[src/rtl/sync_fifo_pkg.sv]
// Shared helpers for the flagged synchronous FIFO.
// Pointer width (one wrap bit above the index bits) and read-mode encodings.
package sync_fifo_pkg;

   localparam int FWFT_OFF = 0;
   localparam int FWFT_ON  = 1;

   function automatic int ptr_w(input int depth);
      return $clog2(depth) + 1;
   endfunction

endpackage

[src/rtl/sync_fifo_mem.sv]
// Simple dual-port storage array for the FIFO.
// The write port is synchronous and the read port is asynchronous.
module sync_fifo_mem #(
   parameter int DATA_WIDTH = 8,
   parameter int DEPTH      = 16
) (
   input  logic                     clk,
   input  logic                     we,
   input  logic [$clog2(DEPTH)-1:0] w_addr,
   input  logic [DATA_WIDTH-1:0]    w_data,
   input  logic [$clog2(DEPTH)-1:0] r_addr,
   output logic [DATA_WIDTH-1:0]    r_data
);

   logic [DATA_WIDTH-1:0] mem [DEPTH];

   always_ff @(posedge clk) begin
      if (we) begin
         mem[w_addr] <= w_data;
      end
   end

   assign r_data = mem[r_addr];

endmodule

[src/rtl/sync_fifo_flags.sv]
// Single-clock FIFO with occupancy count, almost-full/empty thresholds,
// sticky overflow/underflow flags and a selectable registered or FWFT read.
module sync_fifo_flags
   import sync_fifo_pkg::*;
#(
   parameter int DATA_WIDTH = 8,
   parameter int DEPTH      = 16,
   parameter int AF_LEVEL   = DEPTH - 2,
   parameter int AE_LEVEL   = 2,
   parameter int FWFT       = 0
) (
   input  logic                      clk,
   input  logic                      rst,
   input  logic                      w_en,
   input  logic [DATA_WIDTH-1:0]     data_in,
   input  logic                      r_en,
   output logic [DATA_WIDTH-1:0]     data_out,
   output logic                      full,
   output logic                      empty,
   output logic                      almost_full,
   output logic                      almost_empty,
   output logic [ptr_w(DEPTH)-1:0]   count,
   output logic                      overflow,
   output logic                      underflow,
   input  logic                      err_clr
);

   localparam int PW = ptr_w(DEPTH);
   localparam int AW = PW - 1;
   localparam logic [PW-1:0] AF_TH = PW'(AF_LEVEL);
   localparam logic [PW-1:0] AE_TH = PW'(AE_LEVEL);
   localparam logic [PW-1:0] ONE   = PW'(1);

   if (((DEPTH & (DEPTH - 1)) != 0) || (DEPTH < 4)) begin : g_bad_depth
      $error("sync_fifo_flags: DEPTH must be a power of 2 and >= 4");
   end
   if (AF_LEVEL > DEPTH) begin : g_bad_af
      $error("sync_fifo_flags: AF_LEVEL must not exceed DEPTH");
   end
   if (AE_LEVEL >= DEPTH) begin : g_bad_ae
      $error("sync_fifo_flags: AE_LEVEL must be below DEPTH");
   end
   if ((FWFT != FWFT_OFF) && (FWFT != FWFT_ON)) begin : g_bad_fwft
      $error("sync_fifo_flags: FWFT must be 0 or 1");
   end

   logic [PW-1:0]         w_ptr;
   logic [PW-1:0]         r_ptr;
   logic [PW-1:0]         count_q;
   logic [DATA_WIDTH-1:0] mem_rdata;
   logic                  rd_ok;
   logic                  wr_ok;
   logic                  overflow_q;
   logic                  underflow_q;

   // Equal index bits with differing wrap bits means the writer lapped the reader.
   assign empty = (w_ptr == r_ptr);
   assign full  = (w_ptr[AW] != r_ptr[AW]) && (w_ptr[AW-1:0] == r_ptr[AW-1:0]);

   // A full FIFO still takes a write when the head is popped in the same cycle.
   assign rd_ok = r_en && !empty;
   assign wr_ok = w_en && (!full || rd_ok);

   always_ff @(posedge clk) begin
      if (rst) begin
         w_ptr       <= '0;
         r_ptr       <= '0;
         count_q     <= '0;
         overflow_q  <= 1'b0;
         underflow_q <= 1'b0;
      end else begin
         if (wr_ok) begin
            w_ptr <= w_ptr + ONE;
         end
         if (rd_ok) begin
            r_ptr <= r_ptr + ONE;
         end
         case ({wr_ok, rd_ok})
            2'b10:   count_q <= count_q + ONE;
            2'b01:   count_q <= count_q - ONE;
            default: count_q <= count_q;
         endcase
         // A new error in the clearing cycle survives the clear.
         overflow_q  <= (w_en && !wr_ok) || (overflow_q && !err_clr);
         underflow_q <= (r_en && !rd_ok) || (underflow_q && !err_clr);
      end
   end

   assign count        = count_q;
   assign overflow     = overflow_q;
   assign underflow    = underflow_q;
   assign almost_full  = (count_q >= AF_TH);
   assign almost_empty = (count_q <= AE_TH);

   sync_fifo_mem #(
      .DATA_WIDTH (DATA_WIDTH),
      .DEPTH      (DEPTH)
   ) u_mem (
      .clk    (clk),
      .we     (wr_ok),
      .w_addr (w_ptr[AW-1:0]),
      .w_data (data_in),
      .r_addr (r_ptr[AW-1:0]),
      .r_data (mem_rdata)
   );

   if (FWFT == FWFT_ON) begin : g_fwft
      assign data_out = mem_rdata;
   end else begin : g_reg
      logic [DATA_WIDTH-1:0] dout_q;

      always_ff @(posedge clk) begin
         if (rst) begin
            dout_q <= '0;
         end else if (rd_ok) begin
            dout_q <= mem_rdata;
         end
      end

      assign data_out = dout_q;
   end

endmodule

[config.mk]
export PLATFORM = sky130hd
export DESIGN_NAME = sync_fifo_flags
export DESIGN_NICKNAME = d
export VERILOG_FILES = /design/src/rtl/sync_fifo_pkg.sv /design/src/rtl/sync_fifo_mem.sv /design/src/rtl/sync_fifo_flags.sv
export SDC_FILE = /design/constraint.sdc
export NUM_CORES = 1
export LEC_CHECK = 0
export CORE_MARGIN = 5
export CORE_UTILIZATION = 60
export CTS_CLUSTER_DIAMETER = 100
export DETAILED_ROUTE_END_ITERATION = 8
export GPL_ROUTABILITY_DRIVEN = 0
export PLACE_DENSITY = 0.8
export SYNTH_ARGS = -nofsm -noshare
export SYNTH_HDL_FRONTEND = slang
export SYNTH_SLANG_ARGS = --single-unit
[constraint.sdc]
create_clock -name clk -period 6.1 [get_ports clk]
set_input_delay 1.22 -clock clk [delete_from_list [all_inputs] [get_ports clk]]
set_output_delay 1.22 -clock clk [all_outputs]
set_load 0.1 [all_outputs]
# Yosys cells after proc, flatten, opt, wreduce, memory -nomap -nowiden
# Memories as Yosys holds them, arrays and structs flattened. A register that Yosys moved wholly into a read port is not among the register bits.
# Index checks and enable logic that the tools add are counted.
dict set report totals {
  wordCells 36
  output_inout_bits 19
  memories 1
  in_bits 13
  ramBits 128
  ff_bits 17
}
# name words word_bits rd rd_ports_with_merged_regs wr line_no
set memory_table {}
lappend memory_table {u_mem.mem 16 8 1 1 1 sync_fifo_mem.sv:15} ;# logic [DATA_WIDTH-1:0] mem [DEPTH];
dict set report classes {
  n_eq_ne 5
  order_cmp 2
  addsub 4
  n_reduce_logical 16
  n_mux 3
}
# operator count
set ops {}
lappend ops {{5-bit by 1-bit adder with 5-bit output (second input constant)} 3}
lappend ops {{5-bit case mux with 2 select lines} 1}
lappend ops {{1-bit logical AND} 7}
lappend ops {{5-bit == test} 1}
lappend ops {{5-bit by 4-bit greater-or-equal comparator with 1-bit output (second input constant)} 1}
lappend ops {{5-bit by 2-bit less-or-equal comparator with 1-bit output (second input constant)} 1}
lappend ops {{1-bit logical NOT} 5}
lappend ops {{5-bit by 1-bit subtractor with 5-bit output (second input constant)} 1}
lappend ops {{4-bit == test} 1}
lappend ops {{1-bit logical OR} 3}
lappend ops {{2-bit by 1-bit == test with 1-bit output (second input constant)} 1}
lappend ops {{2-bit == test (second input constant)} 1}
lappend ops {{1-bit two-way mux} 2}
lappend ops {{2-bit nonzero test} 1}
lappend ops {{1-bit != test} 1}

# Logic depth before layout (Yosys ltp)
# Gate-level depths: netlist of the first run.
dict set report depth {
  word_depth 8
  mapped_depth 10
}

# Hierarchy
# Synthesis of the first run repeated with hierarchy kept, for this count alone.
dict set report hier_totals {
  cells_unflattened 356
  hier_area_um2 6271.0
}
# module cells_each instances area_each_um2
set modules_own_cells {}
lappend modules_own_cells {sync_fifo_mem 221 1 4987.3}
lappend modules_own_cells {sync_fifo_flags 135 1 1283.7}

# Worst setup path before layout of the first run
# No wires, ideal clock.
dict set report synth_path {
  path_type {register to output}
  from {reg count_q[1] (netlist: count[1])}
  to {out almost_empty}
  path_stages_with_launch 2
  path_buffers 0
  setup_slack_ns -0.671
  arrival_ns 5.551
  t_required_ns 4.880
  cell_sequence {dfxtp_1 a2111oi_0}
}
dict set report synth_between {
  elab_chain_len 1
}
# element line_no
set synth_lines {}
lappend synth_lines {{start: declaration} sync_fifo_flags.sv:49} ;# logic [PW-1:0] count_q;
lappend synth_lines {{start signal: assignment} sync_fifo_flags.sv:79} ;# 2'b10: count_q <= count_q + ONE;
lappend synth_lines {{start signal: assignment} sync_fifo_flags.sv:80} ;# 2'b01: count_q <= count_q - ONE;
lappend synth_lines {{start signal: assignment} sync_fifo_flags.sv:81} ;# default: count_q <= count_q;
lappend synth_lines {{5-bit by 2-bit less-or-equal comparator with 1-bit output} sync_fifo_flags.sv:93} ;# assign almost_empty = (count_q <= AE_TH);
lappend synth_lines {{end: declaration} sync_fifo_flags.sv:21} ;# output logic almost_empty,
# No other way between the ends.

# Worst setup path after layout of the first run
dict set report layout_path {
  from {reg r_ptr[3]}
  to {out full}
}
dict set report layout_between {
  elab_chain_len 2
}
# element line_no
set layout_lines {}
lappend layout_lines {{start: declaration} sync_fifo_flags.sv:48} ;# logic [PW-1:0] r_ptr;
lappend layout_lines {{start signal: assignment} sync_fifo_flags.sv:76} ;# r_ptr <= r_ptr + ONE;
lappend layout_lines {{4-bit == test} sync_fifo_flags.sv:58} ;# assign full = (w_ptr[AW] != r_ptr[AW]) && (w_ptr[AW-1:0] == r_ptr[AW-1:0]);
lappend layout_lines {{1-bit logical AND} sync_fifo_flags.sv:58}
lappend layout_lines {{end: declaration} sync_fifo_flags.sv:18} ;# output logic full,
# No other way between the ends.

==> out/results.txt, run 1 <==
Total Wirelength -> 11590 um
drt initial violations -> 312
Die ar. -> 12690 sq um
initial antenna violation count -> 0
Reg2Reg Launch Point -> r_ptr[3]$_SDFFE_PP0P_
Inserted Diodes -> 0
chip width -> 112.6 um
pwr dens -> 372.5 nW/um^2
actual slew at the worst max-slew pin -> 1295 ps
predominant post-synthesis flop cell -> edfxtp_1
Min-Delay Path Depth -> 2
CP bufs+invs -> 1
Final period util -> 80.89%
RSZ-0062 raised after global routing -> no
Post-synth ARST share -> 0%
Initial DRT Pass Iterations -> 5
clock buffer depth -> 2
Required @ worst endpoint -> 4880 ps
vias in the first global route -> 3334
Setup CP Type -> flop to output pin
Hold Path Origin -> data_out[5]$_SDFFE_PP0P_
via density per instance -> 5.917
CP max-delay cell -> clkdlybuf4s50_1
Netlist cell types -> 40
TritonCTS buffer count -> 17
row count -> 37
Routed Antenna Nets -> 0
grt ovf -> 0
Residual DRC -> 0
Synth Warn # -> 0
Slew Limit Fails -> 0
placed cells -> 532
Worst Path Max Fanout -> 19
root buffer cell -> clkbuf_8
VDD IR-drop max -> 324.5 uV
non-filler cells, final -> 564
P_leak -> 2.362 nW
worst hold path type -> flop to flop
layout cells sized above 1 -> 20.56%
final setup TNS -> 0 ps
H-tree depth -> 4
Crit path max-delay family -> buffers and inverters
final setup violation count -> 0
Final #Nets -> 437
DP Wirelength -> 7280 um
status -> finished clean
max-cap violations -> 0
Initial Util -> 61.23%
largest net degree at the start of global routing -> 53
clock skew -> 8.806 ps
Post-synth EDFFs -> 128
sequential fraction of the synthesis area -> 68.73%
clock latency on the worst-skew pair -> 520 ps
Reg clk slew, reported paths -> 60 ps
max frequency -> 202.7 MHz
Crit. End Element -> output pin
drt wl/cell -> 20.55 um
cell area after synthesis -> 6321 sq um
vias -> 3337
cts repair resizes -> 0
post-synth net total -> 403
R2R cell count -> 8
die height -> 112.6 um
Core Region -> 10320 sq um
GRT Total Usage -> 19.49%
CTS tree -> built
Mapped Cells -> 381
Seq cells post-synth -> 153
FF-to-FF setup slack -> 2600 ps
Max-slew headroom -> 13.01%
Hold Vio Cnt, Final -> 0
Post-CTS Setup Bufs -> 0
Hold Path End -> data_out[5]$_SDFFE_PP0P_
global-route wire length before repair -> 18490 um
reg2reg end -> count[4]$_SDFFE_PP0P_
number of primary I/O pins -> 32
clk sinks -> 153
cts hold-fix bufs -> 0
PortBufs -> 31
Area Overhead vs Synth -> 14.63%
Avg Inst Size Synth -> 16.59 sq um
startpoint types -> flop
CP cell instances -> xor2_1, nor4_4, nor2b_1, clkdlybuf4s50_1
Critical Path AT -> 3710 ps
minimum clock period -> 4934 ps
max incr delay on CP -> 1160 ps
## synthesized netlist by cell type (6+ instances only)
cell      number  area [sq um]
mux4_2        24         540.5
nor3_1        14         70.07
ha_1           8         100.1
a21oi_1       12         60.06
nand2_1        8         30.03
o22ai_1        8         50.05
mux2_2        16         180.2
a211oi_1      18         135.1
edfxtp_1     128          3844
nor2b_1       12         75.07
clkbuf_1      10         37.54
xor2_1         6         52.55
dfxtp_1       25         500.5
nor2_1        34         127.6
xnor2_1        7         61.31
## sequential cells by signal, indices dropped and copies added, names as in the netlist
name	flops
data_out	8
underflow	1
overflow	1
count	5
w_ptr	5
r_ptr	5
u_mem.mem	128
## cell type report
type	instances	area, sq um
sequential	153	4347
fill	672	3078
multi-input combinational	202	1844
clock buffer	18	417.9
timing repair buffer	36	347.8
tap	136	170.2
clock inverter	14	100.1
inverter	5	18.77
## logic make-up after synthesis
kind of cell | Yosys count | synth area share [%]
DFF | 153 | 68.73
and+or+nand+nor | 81 | 6.512
AOI/OAI and AO/OA | 50 | 5.681
muxes | 48 | 12.93
buffers and inverters | 26 | 2.197
xor gates and xnor gates | 14 | 2.059
adders and majority gates | 9 | 1.900
## how the worst max path moves through the flow
| stage | from | end | slack [ps] | cells past startpoint |
|---|---|---|---|---|
| 2_1_floorplan | count[1]$_SDFFE_PP0P_ | almost_empty | 680 | 1 |
| 3_3_place_gp | r_ptr[2]$_SDFFE_PP0P_ | full | 1810 | 5 |
| 3_5_place_dp | r_ptr[3]$_SDFFE_PP0P_ | full | 1730 | 4 |
| 4_1_cts | r_ptr[3]$_SDFFE_PP0P_ | full | 1140 | 4 |
| 5_1_grt | r_ptr[3]$_SDFFE_PP0P_ | full | 970 | 4 |
| 6_report | r_ptr[3]$_SDFFE_PP0P_ | full | 1170 | 4 |
## per-layer routing
layer,wire [um],up-vias,track usage (%)
met1,4803,1656,26.05
met2,5771,119,31.20
met4,127,0,4.647
met5,0,-,0
met3,886,14,6.631
li1,-,1548,-
## through the flow
stage / setup slack, ps / utilization [%] / hold slack, ps / area (sq um) / power [mW]
2_1_floorplan: 681.0 / - / 537.0 / 6322 / 1.682
3_3_place_gp: 1810 / 65.12 / 474.2 / 6723 / 1.801
3_5_place_dp: 1731 / 65.12 / 491.8 / 6723 / 1.812
4_1_cts: 1138 / 70.14 / 500.5 / 7241 / 2.715
5_1_grt: 972.4 / 70.19 / 531.1 / 7246 / 2.803
6_report: 1166 / 70.19 / 498.0 / 7246 / 2.699
## worst min-delay path, stage by stage, from the launching register on
cell	delay [ps]
dfxtp_1	310
nor2_1	90
a211oi_1	50
## placed cells by master, fill, tap and decap left out, drive strengths merged, types with 9 or more instances in the layout
master and instances:
edfxtp 128, dfxtp 25, nor2b 12, nor3 14, nor2 35, mux4 24, a211oi 19, mux2 19
clkinv 9, a21oi 13, clkbuf 18, clkdlybuf4s50 31
## power breakdown
group          total, mW  internal (mW)  switching, mW
clock              0.911          0.500          0.410
combinational      0.592          0.183          0.409
sequential          1.20           1.17         0.0260
total               2.70           1.85          0.846
No activity file was read; power rests on OpenSTA's default activity.
==> run 2: changes to the inputs <==
--- a/config.mk
+++ b/config.mk
@@ -6,11 +6,11 @@
 export NUM_CORES = 1
 export LEC_CHECK = 0
 export CORE_MARGIN = 5
-export CORE_UTILIZATION = 60
+export CORE_UTILIZATION = 54
 export CTS_CLUSTER_DIAMETER = 100
 export DETAILED_ROUTE_END_ITERATION = 8
 export GPL_ROUTABILITY_DRIVEN = 0
-export PLACE_DENSITY = 0.8
+export PLACE_DENSITY = 0.76
 export SYNTH_ARGS = -nofsm -noshare
 export SYNTH_HDL_FRONTEND = slang
 export SYNTH_SLANG_ARGS = --single-unit
==> constraint.sdc (replaced) <==
create_clock -name clk -period 4.2 [get_ports clk]
set_input_delay 0.84 -clock clk [delete_from_list [all_inputs] [get_ports clk]]
set_output_delay 0.84 -clock clk [all_outputs]
set_load 0.1 [all_outputs]
==> out/results.txt, run 2 (synthesized netlist as in run 1, its figures left out) <==
Inserted Diodes -> 0 (unchanged)
max FFs per register -> 128 (unchanged)
Biggest register -> u_mem.mem
Reg2Reg Launch Point -> r_ptr[3]$_SDFFE_PP0P_
R2R cell count -> 10 (+2)
Final period util -> 76.34%
Required @ worst endpoint -> 3360 ps (-1520 ps)
Total Wirelength -> 12180 um (+5.1%)
CP cell instances -> a2111oi_2, clkdlybuf4s50_1
Max-slew headroom -> 27.60% (+15 points)
number of primary I/O pins -> 32 (unchanged)
GRT Total Usage -> 18.58% (-0.91 points)
Slew Limit Fails -> 0 (unchanged)
die height -> 118.2 um (+4.9%)
Critical Path AT -> 2370 ps (-1340 ps)
most frequent cells in the layout -> 128 x edfxtp_1, 34 x nor2_1, 29 x clkdlybuf4s50_1
H-tree depth -> 4 (unchanged)
max frequency -> 311.9 MHz
clk sinks -> 153 (unchanged)
status -> finished clean
cts repair resizes -> 0 (unchanged)
CP startpoint -> count[1]$_SDFFE_PP0P_
clock buffer depth -> 2 (unchanged)
drt wl/cell -> 21.15 um (+2.9%)
clock latency on the worst-skew pair -> 430 ps (-90 ps)
cts hold-fix bufs -> 0 (unchanged)
largest net degree at the start of global routing -> 52 (-1.9%)
DP Wirelength -> 7433 um (+2.1%)
Worst Path Max Fanout -> 6 (-13)
startpoint types -> flop
grt ovf -> 0 (unchanged)
Post-CTS Setup Bufs -> 0 (unchanged)
Initial Util -> 55.12% (-6.1 points)
Min-Delay Path Depth -> 2 (unchanged)
final setup TNS -> 0 ps (unchanged)
via density per instance -> 5.859 (-0.97%)
vias -> 3375 (+1.1%)
CP max-delay cell -> clkdlybuf4s50_1
max-cap violations -> 0 (unchanged)
root buffer cell -> clkbuf_16
VDD IR-drop max -> 534.2 uV (+65%)
chip width -> 118.2 um (+4.9%)
TritonCTS buffer count -> 17 (unchanged)
initial antenna violation count -> 0 (unchanged)
RSZ-0062 raised after global routing -> no
Final #Nets -> 442 (+1.1%)
P_leak -> 2.438 nW (+3.2%)
Fill cells -> 804 (+20%)
Residual DRC -> 0 (unchanged)
max incr delay on CP -> 1190 ps (+30 ps)
final setup violation count -> 0 (unchanged)
minimum clock period -> 3206 ps
pwr dens -> 573.0 nW/um^2 (+54%)
Hold Vio Cnt, Final -> 0 (unchanged)
Die ar. -> 13970 sq um (+10%)
most common cell after layout, fill and taps aside -> edfxtp_1
drt initial violations -> 295 (-5.4%)
Reg clk slew, reported paths -> 60 ps (about the same)
global-route wire length before repair -> 19390 um (+4.9%)
Crit. End Element -> output pin
multi-input logic area -> 1844 sq um (unchanged)
row count -> 39 (+5.4%)
Area Overhead vs Synth -> 17.28%
PortBufs -> 31 (unchanged)
Register Area -> 4347 sq um (unchanged)
layout cells sized above 1 -> 21.02% (+0.46 points)
Core Region -> 11470 sq um (+11%)
CTS tree -> built
Core Util, Final -> 64.65% (-5.5 points)
Setup CP Type -> flop to output pin
actual slew at the worst max-slew pin -> 1083 ps (-212.1 ps)
Routed Antenna Nets -> 0 (unchanged)
worst hold path type -> flop to flop
Hold Path Origin -> data_out[7]$_SDFFE_PP0P_
clock skew -> 11.11 ps (+2.302 ps)
vias in the first global route -> 3417 (+2.5%)
Initial DRT Pass Iterations -> 5 (unchanged)
-- run 2: report_power, final --
group	leakage, nW	switching, mW	internal, mW
clock	0.299	0.556	1.07
sequential	1.36	0.0452	1.70
combinational	0.777	0.604	0.274
-- run 2: path summary, 6_finish.rpt --
check / end / slack (ps)
worst min register to register: data_out[7]$_SDFFE_PP0P_ / 500
worst max register to register: count[4]$_SDFFE_PP0P_ / 1280
worst max-delay path: almost_empty / 990
worst min-delay path: data_out[7]$_SDFFE_PP0P_ / 500
-- run 2: area by class of cell --
cell class	count	area share, %
Sequential cell	153	58.63
Multi-Input combinational cell	202	24.88
Clock buffer	24	6.228
Timing Repair Buffer	41	5.300
Tap cell	143	2.414
Clock inverter	8	2.295
Inverter	5	0.2532
-- run 2: critical path, delay by kind of cell, from the launching register on --
kind / cells / cell delay [ps]
AOI/OAI and AO/OA: 1 / 370
DFF: 1 / 380
buffers and inverters: 1 / 1190
-- run 2: per-stage QoR --
stage          setup WS, ps  instance area (sq um)  std cells  power, mW  hold slack [ps]
2_1_floorplan         548.1                   6327        381      2.448            537.0
3_3_place_gp          886.1                   6782        544      2.644            475.0
3_5_place_dp          823.9                   6782        544      2.657            492.5
4_1_cts               959.5                   7413        576      4.280            500.1
5_1_grt               891.4                   7413        576      4.403            515.9
6_report              993.6                   7413        576      4.248            496.8
-- run 2: layer usage --
| layer | part of all wire (%) | global-route usage (%) |
|---|---|---|
| met3 | 5.9 | 5.396 |
| met2 | 49 | 28.52 |
| met5 | 0 | 0 |
| met4 | 2.6 | 8.172 |
| met1 | 42 | 24.87 |
